### src/rtl/ureg_shift_if.sv
// Bundled control, data and status signals of the universal shift register.
interface ureg_shift_if #(
  parameter int WIDTH = 8,
  parameter int AMT_W = 3
);
  logic             preset_n;
  logic             clear_n;
  logic [2:0]       mode;
  logic [WIDTH-1:0] d;
  logic             sin_l;
  logic             sin_r;
  logic             start;
  logic             dir;
  logic [AMT_W-1:0] amt;
  logic [WIDTH-1:0] q;
  logic             sout_l;
  logic             sout_r;
  logic             busy;
  logic             done;

  modport master (
    output preset_n, clear_n, mode, d, sin_l, sin_r, start, dir, amt,
    input  q, sout_l, sout_r, busy, done
  );

  modport slave (
    input  preset_n, clear_n, mode, d, sin_l, sin_r, start, dir, amt,
    output q, sout_l, sout_r, busy, done
  );
endinterface

### src/rtl/ureg_shift.sv
// Universal shift register clocked on the falling edge, with a multi-cycle
// rotate burst engine, synchronous preset/clear and asynchronous reset.
module ureg_shift #(
  parameter int WIDTH = 8,
  parameter int AMT_W = 3
) (
  input logic        clk,
  input logic        rst,
  ureg_shift_if.slave bus
);

  localparam logic [2:0] MODE_HOLD  = 3'b000;
  localparam logic [2:0] MODE_LOAD  = 3'b001;
  localparam logic [2:0] MODE_SHL   = 3'b010;
  localparam logic [2:0] MODE_SHR   = 3'b011;
  localparam logic [2:0] MODE_ROL   = 3'b100;
  localparam logic [2:0] MODE_ROR   = 3'b101;
  localparam logic [2:0] MODE_ASR   = 3'b110;
  localparam logic [2:0] MODE_BURST = 3'b111;

  logic [WIDTH-1:0] q_r,    q_nxt;
  logic             busy_r, busy_nxt;
  logic             done_r, done_nxt;
  logic [AMT_W-1:0] rem_r,  rem_nxt;
  logic             dir_r,  dir_nxt;

  function automatic logic [WIDTH-1:0] rot1(input logic [WIDTH-1:0] v,
                                            input logic right);
    return right ? {v[0], v[WIDTH-1:1]} : {v[WIDTH-2:0], v[WIDTH-1]};
  endfunction

  function automatic logic [WIDTH-1:0] asr1(input logic signed [WIDTH-1:0] v);
    return v >>> 1;
  endfunction

  // The start edge performs the first rotate, so rem holds rotates still owed;
  // busy with rem==0 marks the completion edge, where a new start may be taken.
  always_comb begin
    q_nxt    = q_r;
    busy_nxt = busy_r;
    done_nxt = 1'b0;
    rem_nxt  = rem_r;
    dir_nxt  = dir_r;
    if (!(bus.preset_n && bus.clear_n)) begin
      busy_nxt = 1'b0;
      rem_nxt  = '0;
      case ({bus.preset_n, bus.clear_n})
        2'b01:   q_nxt = '1;
        2'b10:   q_nxt = '0;
        default: q_nxt = 'x;
      endcase
    end else if (busy_r && (rem_r != '0)) begin
      q_nxt   = rot1(q_r, dir_r);
      rem_nxt = rem_r - 1'b1;
    end else begin
      if (busy_r) begin
        busy_nxt = 1'b0;
        done_nxt = 1'b1;
      end
      if (bus.mode == MODE_BURST) begin
        if (bus.start) begin
          dir_nxt = bus.dir;
          if (bus.amt == '0) begin
            done_nxt = 1'b1;
          end else begin
            busy_nxt = 1'b1;
            rem_nxt  = bus.amt - 1'b1;
            q_nxt    = rot1(q_r, bus.dir);
          end
        end
      end else if (!busy_r) begin
        case (bus.mode)
          MODE_HOLD: q_nxt = q_r;
          MODE_LOAD: q_nxt = bus.d;
          MODE_SHL:  q_nxt = {q_r[WIDTH-2:0], bus.sin_l};
          MODE_SHR:  q_nxt = {bus.sin_r, q_r[WIDTH-1:1]};
          MODE_ROL:  q_nxt = rot1(q_r, 1'b0);
          MODE_ROR:  q_nxt = rot1(q_r, 1'b1);
          MODE_ASR:  q_nxt = asr1(q_r);
          default:   q_nxt = q_r;
        endcase
      end
    end
  end

  always_ff @(negedge clk or posedge rst) begin
    if (rst) begin
      q_r    <= '0;
      busy_r <= 1'b0;
      done_r <= 1'b0;
      rem_r  <= '0;
      dir_r  <= 1'b0;
    end else begin
      q_r    <= q_nxt;
      busy_r <= busy_nxt;
      done_r <= done_nxt;
      rem_r  <= rem_nxt;
      dir_r  <= dir_nxt;
    end
  end

  assign bus.q      = q_r;
  assign bus.sout_l = q_r[WIDTH-1];
  assign bus.sout_r = q_r[0];
  assign bus.busy   = busy_r;
  assign bus.done   = done_r;

endmodule

### src/flat_wrapper.sv
// flat-port wrapper written by rule: the top's interface ports become plain ports
module ureg_shift_flat 
#(
  parameter int WIDTH = 8,
  parameter int AMT_W = 3
)
  (clk, rst, bus_preset_n, bus_clear_n, bus_mode, bus_d, bus_sin_l, bus_sin_r, bus_start, bus_dir, bus_amt, bus_q, bus_sout_l, bus_sout_r, bus_busy, bus_done);
  ureg_shift_if #(.WIDTH(WIDTH), .AMT_W(AMT_W)) bus_i ();
  input logic clk;
  input logic rst;
  input wire logic [$bits(bus_i.preset_n)-1:0] bus_preset_n;
  input wire logic [$bits(bus_i.clear_n)-1:0] bus_clear_n;
  input wire logic [$bits(bus_i.mode)-1:0] bus_mode;
  input wire logic [$bits(bus_i.d)-1:0] bus_d;
  input wire logic [$bits(bus_i.sin_l)-1:0] bus_sin_l;
  input wire logic [$bits(bus_i.sin_r)-1:0] bus_sin_r;
  input wire logic [$bits(bus_i.start)-1:0] bus_start;
  input wire logic [$bits(bus_i.dir)-1:0] bus_dir;
  input wire logic [$bits(bus_i.amt)-1:0] bus_amt;
  output wire logic [$bits(bus_i.q)-1:0] bus_q;
  output wire logic [$bits(bus_i.sout_l)-1:0] bus_sout_l;
  output wire logic [$bits(bus_i.sout_r)-1:0] bus_sout_r;
  output wire logic [$bits(bus_i.busy)-1:0] bus_busy;
  output wire logic [$bits(bus_i.done)-1:0] bus_done;
  assign bus_i.preset_n = bus_preset_n;
  assign bus_i.clear_n = bus_clear_n;
  assign bus_i.mode = bus_mode;
  assign bus_i.d = bus_d;
  assign bus_i.sin_l = bus_sin_l;
  assign bus_i.sin_r = bus_sin_r;
  assign bus_i.start = bus_start;
  assign bus_i.dir = bus_dir;
  assign bus_i.amt = bus_amt;
  assign bus_q = bus_i.q;
  assign bus_sout_l = bus_i.sout_l;
  assign bus_sout_r = bus_i.sout_r;
  assign bus_busy = bus_i.busy;
  assign bus_done = bus_i.done;
  ureg_shift #(.WIDTH(WIDTH), .AMT_W(AMT_W)) u_core (.clk(clk), .rst(rst), .bus(bus_i));
endmodule
### config.mk
export PLATFORM = sky130hd
export DESIGN_NAME = ureg_shift_flat
export DESIGN_NICKNAME = d
export VERILOG_FILES = /design/src/rtl/ureg_shift_if.sv /design/src/rtl/ureg_shift.sv /design/src/flat_wrapper.sv
export SDC_FILE = /design/constraint.sdc
export NUM_CORES = 1
export LEC_CHECK = 0
export CAP_MARGIN = 10
export CORE_ASPECT_RATIO = 0.5
export CORE_UTILIZATION = 44
export DETAILED_ROUTE_END_ITERATION = 16
export PLACE_DENSITY = 0.75
export SETUP_SLACK_MARGIN = 0.4
export SLEW_MARGIN = 20
export SYNTH_ARGS = -nofsm -noshare
export SYNTH_HDL_FRONTEND = slang
export SYNTH_SLANG_ARGS = --single-unit
### constraint.sdc
create_clock -name clk -period 1.9 [get_ports clk]
set_clock_uncertainty 0.1 [all_clocks]
set_input_delay 0.475 -clock clk [delete_from_list [all_inputs] [get_ports clk]]
set_output_delay 0.475 -clock clk [all_outputs]
set_load 0.05 [all_outputs]
-- Word level (Yosys, flattened, before mapping)
Index checks and enable logic that the tools add are counted.
- bits in registers: 14
- input port bits: 22
- output and inout bits: 12
- word-level logic and storage cells: 62
- add/subtract/negate cells: 2
- eq/ne operators: 19
- multiplexer cells: 26
- bitwise gates (word level): 1
- reductions and logical operators: 8
- operators by type and width (kind ; count):
    8-bit 2-to-1 mux ; 8
    8-bit one-hot mux with 6 select lines ; 1
    4-bit inequality test (second input constant) ; 4
    8-bit one-hot mux with 2 select lines ; 1
    3-bit 2-to-1 mux ; 5
    3-bit equality test (second input constant) ; 4
    1-bit 2-to-1 mux ; 11
    3-bit inequality test (second input constant) ; 3
    9-bit inequality test (second input constant) ; 1
    8-bit inequality test (second input constant) ; 1
    4-bit AND reduction ; 2
    3-bit by 2-bit equality test with 1-bit output (second input constant) ; 2
    3-bit by 1-bit subtractor with 3-bit output (second input constant) ; 2
    5-bit AND reduction ; 1
    3-bit by 1-bit equality test with 1-bit output (second input constant) ; 1
    3-bit zero test ; 1
    3-bit AND reduction ; 1
    3-bit nonzero test ; 1
    2-bit by 1-bit equality test with 1-bit output (second input constant) ; 1
    2-bit equality test (second input constant) ; 1
    1-bit logical AND ; 2
    2-bit inequality test (second input constant) ; 1
    1-bit NOT ; 1

-- Depth between registers and ports, before layout
Gate-level depths: netlist of run 1.
- depth in word-level cells: 6
- mapped depth: 8
- mapped depth without buffers: 6

==> impl_metrics.tcl, run 1 <==
set metrics [dict create \
    slew_headroom 0.7003 \
    clock-sinks 14 \
    drt_pass1_iterations 7 \
    core_region_area_um2 2765 \
    syn-mean-instance-area_um2 8.189 \
    via_count_of_the_first_global_routing_pass 1682 \
    grt_first_pass_wirelength_um 9032 \
    critical_path.slowest_cell "nor3_4" \
    die-area_um2 3348 \
    post_route_cells_drive_above_1_share 0.4416 \
    num_vias 1864 \
    holdBufCountCts 0 \
    timing.critical_path.cells "buf_8 > nor3_4 > o21ai_1 > a31o_4 > buf_6 > o22a_1" \
    drt-vias-per-instance 6.955 \
    largest_net_degree_at_the_start_of_global_routing 14 \
    antenna_cells 0 \
    timing.critical_path.arrival_ps 1660 \
    drt-initial-drc-count 371 \
    post-place-ws_ps -1553 \
    synthToLayoutAreaGrowth_pct 80.33 \
    place.detailed.instances 253 \
    final_max_slew_viol_count 0 \
    groute.layer.met2.usage 0.5328 \
    critPathTopFamily "compound AO/OA/AOI/OAI gates" \
    std_cell_rows 13 \
    globalRouteMet1Util 0.5095 \
    setup_viol 26 \
    io_buffers 33 \
    grt-ovfl-total 0 \
    critPathRequiredTime_ps 960 \
    floorplan.initialDensity 0.4946 \
    num-nets-final 255 \
    remaining_drc_errors 0 \
    cp_num_buf_inv 2 \
    unrepaired_setup_endpoints_after_global_routing "true" \
    cts_tree "built" \
    synth.yosys.seq_area_share 0.2562 \
    async_reset_ff_frac 1.000 \
    wirelength_um 6558 \
    synth_edf_count 0 \
    synthesis.instances 167 \
    hold_violations 0 \
    worst_skew_late_latency_ps 270 \
    level_count_of_the_clock_h_tree 1 \
    layout_commonest_cell "buf_4" \
    critPathMaxFanout 7 \
    regArea_um2 350.3 \
    stdcell_count 268 \
    tightestPinTransition_ps 449.6 \
    tritoncts_buffer_count 3 \
    max_cap_violations 0 \
    final_core_util 0.8919 \
    globalRoute.busiestLayer "met2" \
    final_critical_path_setup_slack_ps -702.0 \
    post_drt_wl_per_cell_um 24.47 \
    floorplan.die.width_um 80.84 \
    io-pin-count 34 \
    yosysWarningCount 0 \
    antenna_found_initial 0 \
    cts.path.max_buffers 2 \
    gp_congestion 0.9078 \
    clkSlewWorstSetupHoldPaths_ps 50 \
    cp-end-kind "flip-flop" \
    multi_input_comb_area_um2 1104 \
    run_status "complete, but fails checks" \
    setup_tns_after_final_layout_ps -15240 \
    p_leak_nw 1.053 \
    placedInstanceArea_um2 2049 \
    grt.total_usage 0.3641 \
    final_cell_area_um2 2466 \
    synthFlopType "dfrtn_1" \
    mappedNetlistArea_um2 1368 \
    ant_nets 0 \
    clockRootBuffer "clkbuf_8" \
    n_fill_cell 114 \
    yosys_register_bits 14 \
    power_density_nw_per_um2 548.3 \
    hp-class "flip-flop to flip-flop" \
    synth.net_count 190 \
    worst_setup_path_start_kind "input pin" \
    die_h_um 41.42 \
    synth.distinct_cells 44 \
    critical_path_class "input pin to flip-flop" \
    gr-usage-met3 0.09451 \
    detailed_place_hpwl_um 3502 \
    layout_common_cells "buf_4 (24), buf_6 (18), buf_12 (14), dfrtn_1 (14)" \
    failed_checks "setup timing" \
    irDropWorstVdd_mv 0.4715 \
    timing.critical_path.slowest_cell_delay_ps 300 \
]
worst min-delay path: cells and delay by family (launching register included):
kind / cells / cell delay (ps)
AND/OR/NAND/NOR: 1 / 90
flip-flops: 1 / 420
AO/OA/AOI/OAI: 1 / 50
report_power, final:
part / switching (mW) / internal [mW] / total, mW
registers: 0.0457 / 0.323 / 0.369
logic: 0.343 / 0.331 / 0.673
clock network: 0.126 / 0.184 / 0.310
logic make-up after synthesis:
| kind of cell | after synthesis | share of synthesized area |
|---|---|---|
| AOI/OAI and AO/OA | 67 | 0.3532 |
| and+or+nand+nor | 46 | 0.1601 |
| buffers and inverters | 20 | 0.07502 |
| muxes | 18 | 0.1400 |
| DFF | 14 | 0.2562 |
| xor gates and xnor gates | 1 | 0.006406 |
| adders and majority gates | 1 | 0.009148 |
synth_stat cells, types with 3 or more instances:
cell	count	area, µm²
mux2_2	5	56.30
inv_1	5	18.77
nand2_1	14	52.55
a21oi_1	11	55.05
a31oi_1	3	18.77
buf_4	3	22.52
o32ai_1	5	43.79
nor2_1	13	48.80
o21ai_0	17	85.08
mux2i_1	12	120.1
a22o_1	4	35.03
nor3_1	3	15.01
buf_2	7	35.03
nand2b_1	3	18.77
o22a_1	6	52.55
dfrtn_1	14	350.3
a221o_1	5	50.05
nand3_1	3	15.01
clkbuf_1	3	11.26
o211ai_1	3	22.52
final cells by class:
type	instances	area share
sequential	14	0.1421
timing repair buffer	75	0.3602
tap	37	0.01877
inverter	5	0.009132
clock buffer	4	0.02232
multi-input combinational	133	0.4475
timing repair:
action,in CTS,in global routing
gates cloned,1,0
pin swaps,23,27
endpoints found under the setup margin,40,26
setup buffers,8,2
gates resized for setup,92,22
through the flow:
step                      total power, mW  hold slack, ps
final                               1.352           537.4
after global routing                1.397           543.6
after detailed placement           0.9114           512.1
after floorplan                    0.6640           464.9
after CTS                           1.264           534.1
after global placement             0.9012           490.4
registers in the layout, indices dropped and copies added (netlist names):
name / cells
u_core.bus.busy: 1
u_core.bus.done: 1
u_core.bus.q: 8
u_core.dir_r: 1
u_core.rem_r: 3
worst paths after layout:
| path | from | endpoint | slack, ps | depth (start not counted) |
|---|---|---|---|---|
| worst max-delay path | bus_amt[2] | u_core.bus.q[4] | -700 | 6 |
| worst min-delay path | u_core.rem_r[0] | u_core.rem_r[0] | 540 | 2 |
| worst max register to register | u_core.bus.busy | u_core.rem_r[2] | -100 | 7 |
| worst min register to register | u_core.rem_r[0] | u_core.rem_r[0] | 540 | 2 |
| max in group asynchronous | rst | u_core.bus.q[4] | 420 | 3 |
| min in group asynchronous | rst | u_core.bus.q[6] | 1140 | 3 |
routing by layer:
layer	share of wire	up-vias
met3	0.14	48
met4	0.054	0
met1	0.39	865
li1	-	762
met5	0	-
met2	0.41	189
No activity file was read; power rests on OpenSTA's default activity.
==> run 2, diff against run 1 <==
==> constraint.sdc (replaced) <==
create_clock -name clk -period 1.9 [get_ports clk]
set_clock_uncertainty 0.1 [all_clocks]
set_input_delay 0.38 -clock clk [delete_from_list [all_inputs] [get_ports clk]]
set_output_delay 0.38 -clock clk [all_outputs]
set_load 0.05 [all_outputs]
==> impl_metrics.tcl, run 2 (same netlist as run 1, synthesis figures left out) <==
set metrics [dict create \
    stdcell_count 275 \
    grt.total_usage 0.3533 \
    die-area_um2 3348 \
    final_cell_area_um2 2613 \
    io-pin-count 34 \
    critPathTopFamily "multiplexers" \
    layout_common_cells "buf_4 (26), buf_6 (22), buf_12 (16)" \
    cp-end-kind "flip-flop" \
    placedInstanceArea_um2 2049 \
    unrepaired_setup_endpoints_after_global_routing "true" \
    wirelength_um 7153 \
    flip_flop_count_of_the_largest_register_after_layout 8 \
    std_cell_rows 13 \
    cts_tree "built" \
    net_switching_share_of_the_total_power 0.3805 \
    setup_viol 26 \
    remaining_drc_errors 0 \
    level_count_of_the_clock_h_tree 1 \
    antenna_cells 0 \
    clkSlewWorstSetupHoldPaths_ps 50 \
    hp-class "flip-flop to flip-flop" \
    final_core_util 0.9448 \
    power_total_mw 1.390 \
    run_status "complete, but fails checks" \
    final_critical_path_setup_slack_ps -622.4 \
    drt-initial-drc-count 343 \
    critical_path.slowest_cell "mux2_4" \
    die_h_um 41.42 \
    synthToLayoutAreaGrowth_pct 91.03 \
    critical_path_class "input pin to flip-flop" \
    io_buffers 33 \
    drt_pass1_iterations 5 \
    p_leak_nw 1.129 \
    irDropWorstVdd_mv 0.7430 \
    critPathRequiredTime_ps 960 \
    largest_net_degree_at_the_start_of_global_routing 13 \
    failed_checks "setup timing" \
    holdBufCountCts 0 \
    timing.critical_path.arrival_ps 1590 \
    whs_ps 559.7 \
    antenna_found_initial 0 \
    floorplan.initialDensity 0.4946 \
    gp_congestion 0.9077 \
    num_vias 1913 \
    tightestPinTransition_ps 466.7 \
    pwr-share-comb 0.514 \
    critPathMaxFanout 8 \
    clockRootBuffer "clkbuf_8" \
    floorplan.die.width_um 80.84 \
    place.detailed.instances 253 \
    final_max_slew_viol_count 0 \
    cp_num_buf_inv 1 \
    clkPwrFrac 0.221 \
    cts.path.max_buffers 2 \
    worst_setup_path_start_kind "input pin" \
    grt-ovfl-total 0 \
    worst_skew_late_latency_ps 270 \
    slew_headroom 0.6888 \
    num-nets-final 262 \
    post_drt_wl_per_cell_um 26.01 \
    switching_power_mw 0.5290 \
    layout_commonest_cell "buf_4" \
    post_route_cells_drive_above_1_share 0.4832 \
    timing.critical_path.cells "buf_12 > mux2i_1 > a21oi_1 > o21ai_1 > o211ai_1 > mux2_4" \
    core_region_area_um2 2765 \
    max_cap_violations 0 \
    seq_power_share 0.265 \
    drt-vias-per-instance 6.956 \
    power_density_nw_per_um2 532.1 \
    clock-sinks 14 \
    hold_violations 0 \
    tritoncts_buffer_count 3 \
    internal_power_mw 0.8611 \
    timing.critical_path.slowest_cell_delay_ps 280 \
    via_count_of_the_first_global_routing_pass 1676 \
    grt_first_pass_wirelength_um 8949 \
    ant_nets 0 \
    detailed_place_hpwl_um 3522 \
]
-- run 2: cell count changes in the layout (fill, tap and decap cells not counted), moves of 2 or more --
cell / previous run / this run
buf_6: 18 / 22
buf_12: 14 / 16
buf_4: 24 / 26
clkdlybuf4s50_1: 8 / 6
dlymetal6s2s_1: 2 / 4
o21ai_4: 0 / 2
-- run 2: worst register-to-register path, delay by kind of cell, from the launching register on --
kind | cells | cell delay (ps)
DFF | 1 | 470
AOI/OAI and AO/OA | 4 | 690
adders and majority gates | 1 | 280
buffers and inverters | 2 | 330
and+or+nand+nor | 1 | 70
-- run 2: area by class of cell --
cell class | instances | area [µm²]
repair buffers | 82 | 991.0
inverters | 5 | 22.52
fillers | 75 | 152.6
flip-flops and latches | 14 | 350.3
well taps | 37 | 46.29
multi-input cells | 133 | 1147
clock buffers | 4 | 55.05
-- run 2: power by group through the flow --
stage	sequential [mW]	combinational, mW	clock [mW]
finish	0.368	0.714	0.308
global route	0.370	0.736	0.320
CTS	0.365	0.609	0.298
detailed placement	0.370	0.543	0
global placement	0.368	0.533	0
floorplan	0.421	0.243	0
-- run 2: metal layers --
metal | part of all wire | vias up | routed length [µm] | GRT usage
met4 | 0.072 | 0 | 515 | 0.05714
met5 | 0 | - | 0 | 0
met3 | 0.13 | 70 | 912 | 0.09670
met2 | 0.41 | 178 | 2948 | 0.5378
li1 | - | 785 | - | -
met1 | 0.39 | 880 | 2778 | 0.5048
-- run 2: final timing paths --
check | start | to | slack, ps | cells after the start
min in group asynchronous | rst | u_core.bus.q[1] | 980 | 3
max | bus_mode[0] | u_core.bus.q[5] | -620 | 6
max reg2reg | u_core.bus.busy | u_core.rem_r[2] | -210 | 8
max in group asynchronous | rst | u_core.rem_r[1] | 450 | 3
min reg2reg | u_core.rem_r[0] | u_core.rem_r[0] | 560 | 2
min | u_core.rem_r[0] | u_core.rem_r[0] | 560 | 2
-- run 2: through the flow --
step / setup WS (ps) / setup TNS, ps
floorplan: -717.9 / -10520
global placement: -1446 / -19860
detailed placement: -1460 / -20310
CTS: -538.7 / -11270
global route: -631.5 / -12730
finish: -622.4 / -12220
-- run 2: what timing repair did --
action,in CTS,in global routing
cloned,1,0
gates resized for setup,99,40
endpoints found under the setup margin,40,26
pin swaps,23,21
buffers inserted,9,8
==> run 3, diff against run 2 <==
--- a/config.mk
+++ b/config.mk
@@ -9,7 +9,7 @@
 export CORE_ASPECT_RATIO = 0.5
 export CORE_UTILIZATION = 44
 export DETAILED_ROUTE_END_ITERATION = 16
-export PLACE_DENSITY = 0.75
+export PLACE_DENSITY = 0.85
 export SETUP_SLACK_MARGIN = 0.4
 export SLEW_MARGIN = 20
 export SYNTH_ARGS = -nofsm -noshare
==> impl_metrics.tcl, run 3 (same netlist as run 1, synthesis figures left out) <==
set metrics [dict create \
    run_status "complete, but fails checks" \
    failed_checks "setup timing" \
    critical_path_class "input pin to flip-flop" \
    detailed_place_hpwl_um 3581 \
    final_critical_path_setup_slack_ps -665.5 \
    grt_first_pass_wirelength_um 11670 \
    power_total_mw 1.425 \
    die_h_um 41.42 \
    ant_nets 0 \
    floorplan.initialDensity 0.4946 \
    via_count_of_the_first_global_routing_pass 2052 \
    setup_viol 26 \
    synthToLayoutAreaGrowth_pct 90.48 \
    critical_path.slowest_cell "a221o_1" \
    switching_power_mw 0.5639 \
    n_fill_cell 79 \
    layout_common_cells "buf_4 (37), buf_6 (16), buf_12 (15)" \
    hp-class "flip-flop to flip-flop" \
    gp_congestion 1.035 \
    unrepaired_setup_endpoints_after_global_routing "true" \
    flip_flop_count_of_the_largest_register_after_layout 8 \
    whs_ps 534.1 \
    irDropWorstVdd_mv 0.5144 \
    cts.path.max_buffers 2 \
    worst_setup_path_start_kind "input pin" \
    std_cell_rows 13 \
    regArea_um2 350.3 \
    grt.total_usage 0.4847 \
    antenna_found_initial 0 \
    level_count_of_the_clock_h_tree 1 \
    timing.critical_path.arrival_ps 1620 \
    floorplan.die.width_um 80.84 \
    io_buffers 33 \
    antenna_cells 0 \
    internal_power_mw 0.8611 \
    remaining_drc_errors 0 \
    holdBufCountCts 0 \
    num_vias 2150 \
    clkPwrFrac 0.213 \
    critPathTopFamily "compound AO/OA/AOI/OAI gates" \
    num-nets-final 267 \
    net_switching_share_of_the_total_power 0.3957 \
    pwr-share-comb 0.525 \
    hold_violations 0 \
    placedInstanceArea_um2 2057 \
    timing.critical_path.cells "buf_12 > buf_8 > nand3b_1 > buf_6 > o32ai_2 > a221o_1 > a21oi_2 > o22a_1" \
    layout_commonest_cell "buf_4" \
    cp-end-kind "flip-flop" \
    final_cell_area_um2 2605 \
    cp_num_buf_inv 3 \
    wirelength_um 8352 \
    seq_power_share 0.262 \
    clock-sinks 14 \
    die-area_um2 3348 \
    drt_pass1_iterations 8 \
    multi_input_comb_area_um2 1159 \
    post_route_cells_drive_above_1_share 0.5144 \
    drt-initial-drc-count 450 \
    drt-vias-per-instance 7.679 \
    tritoncts_buffer_count 3 \
    grt-ovfl-total 0 \
    io-pin-count 34 \
    clkSlewWorstSetupHoldPaths_ps 40 \
    final_max_slew_viol_count 0 \
    cts_tree "built" \
    clockRootBuffer "clkbuf_8" \
    post_drt_wl_per_cell_um 29.83 \
    core_region_area_um2 2765 \
    tightestPinTransition_ps 499.0 \
    max_cap_violations 0 \
    timing.critical_path.slowest_cell_delay_ps 220 \
    p_leak_nw 1.107 \
    slew_headroom 0.6673 \
    largest_net_degree_at_the_start_of_global_routing 13 \
    critPathRequiredTime_ps 950 \
    power_density_nw_per_um2 547.0 \
    worst_skew_late_latency_ps 270 \
    critPathMaxFanout 7 \
]
## run 3: changes by cell type in the layout (fill, tap and decap cells not counted), moves of 2 or more
| cell | previous run | this run |
|---|---|---|
| o21ai_2 | 2 | 4 |
| dlymetal6s2s_1 | 4 | 1 |
| nor2_2 | 2 | 0 |
| o32ai_2 | 3 | 5 |
| buf_6 | 22 | 16 |
| nor2_1 | 7 | 10 |
| o21ai_1 | 3 | 1 |
| mux2i_2 | 0 | 2 |
| o32ai_4 | 2 | 0 |
| buf_4 | 26 | 37 |
| dlygate4sd2_1 | 1 | 3 |
## run 3: worst register-to-register path, delay by kind of cell (launching register included)
family | cells | cell delay [ps]
flip-flops | 1 | 460
AO/OA/AOI/OAI | 4 | 700
buffers and inverters | 1 | 240
adder cells (fa/ha/maj) | 1 | 270
AND/OR/NAND/NOR | 1 | 70
## run 3: per-stage QoR
step | setup TNS [ps] | cells | utilization | setup WS, ps
finish | -12500 | 280 | 0.9421 | -665.5
global placement | -18620 | 254 | 0.7439 | -1339
detailed placement | -19560 | 254 | 0.7439 | -1420
CTS | -11050 | 277 | 0.8928 | -534.3
global route | -12740 | 280 | 0.9421 | -712.6
floorplan | -10520 | 167 | - | -717.9
## run 3: routing by layer
| metal | up-vias | track usage | wire [µm] |
|---|---|---|---|
| met5 | - | 0 | 0 |
| met4 | 0 | 0.2429 | 703 |
| met3 | 105 | 0.2396 | 1406 |
| met2 | 290 | 0.7059 | 3251 |
| met1 | 964 | 0.5894 | 2991 |
| li1 | 791 | - | - |
## run 3: final cells by class
class	instances	area share
multi-input cells	134	0.4448
well taps	37	0.01777
repair buffers	86	0.3732
clock buffers	4	0.02113
flip-flops and latches	14	0.1345
inverters	5	0.008646
## run 3: repair_timing
| item | 4_1_cts | 5_1_grt |
|---|---|---|
| pin swaps | 24 | 15 |
| resized for setup | 92 | 32 |
| endpoints found under the setup margin | 40 | 26 |
| cloned | 2 | 0 |
| buffers inserted | 17 | 3 |
## run 3: power groups by stage
stage	combinational, mW	sequential (mW)	clock (mW)
after global placement	0.532	0.367	0
after floorplan	0.243	0.421	0
final	0.748	0.373	0.304
after global routing	0.764	0.373	0.310
after CTS	0.623	0.364	0.305
after detailed placement	0.547	0.369	0
## run 3: path summary, 6_finish.rpt
kind | start | endpoint | slack, ps | cells past startpoint
worst min-delay path | u_core.rem_r[0] | u_core.rem_r[0] | 530 | 2
min in group asynchronous | rst | u_core.bus.q[0] | 1080 | 4
max in group asynchronous | rst | u_core.bus.q[6] | 460 | 3
worst max register to register | u_core.bus.busy | u_core.rem_r[2] | -100 | 7
worst min register to register | u_core.rem_r[0] | u_core.rem_r[0] | 530 | 2
worst max-delay path | bus_mode[0] | u_core.bus.q[3] | -670 | 8
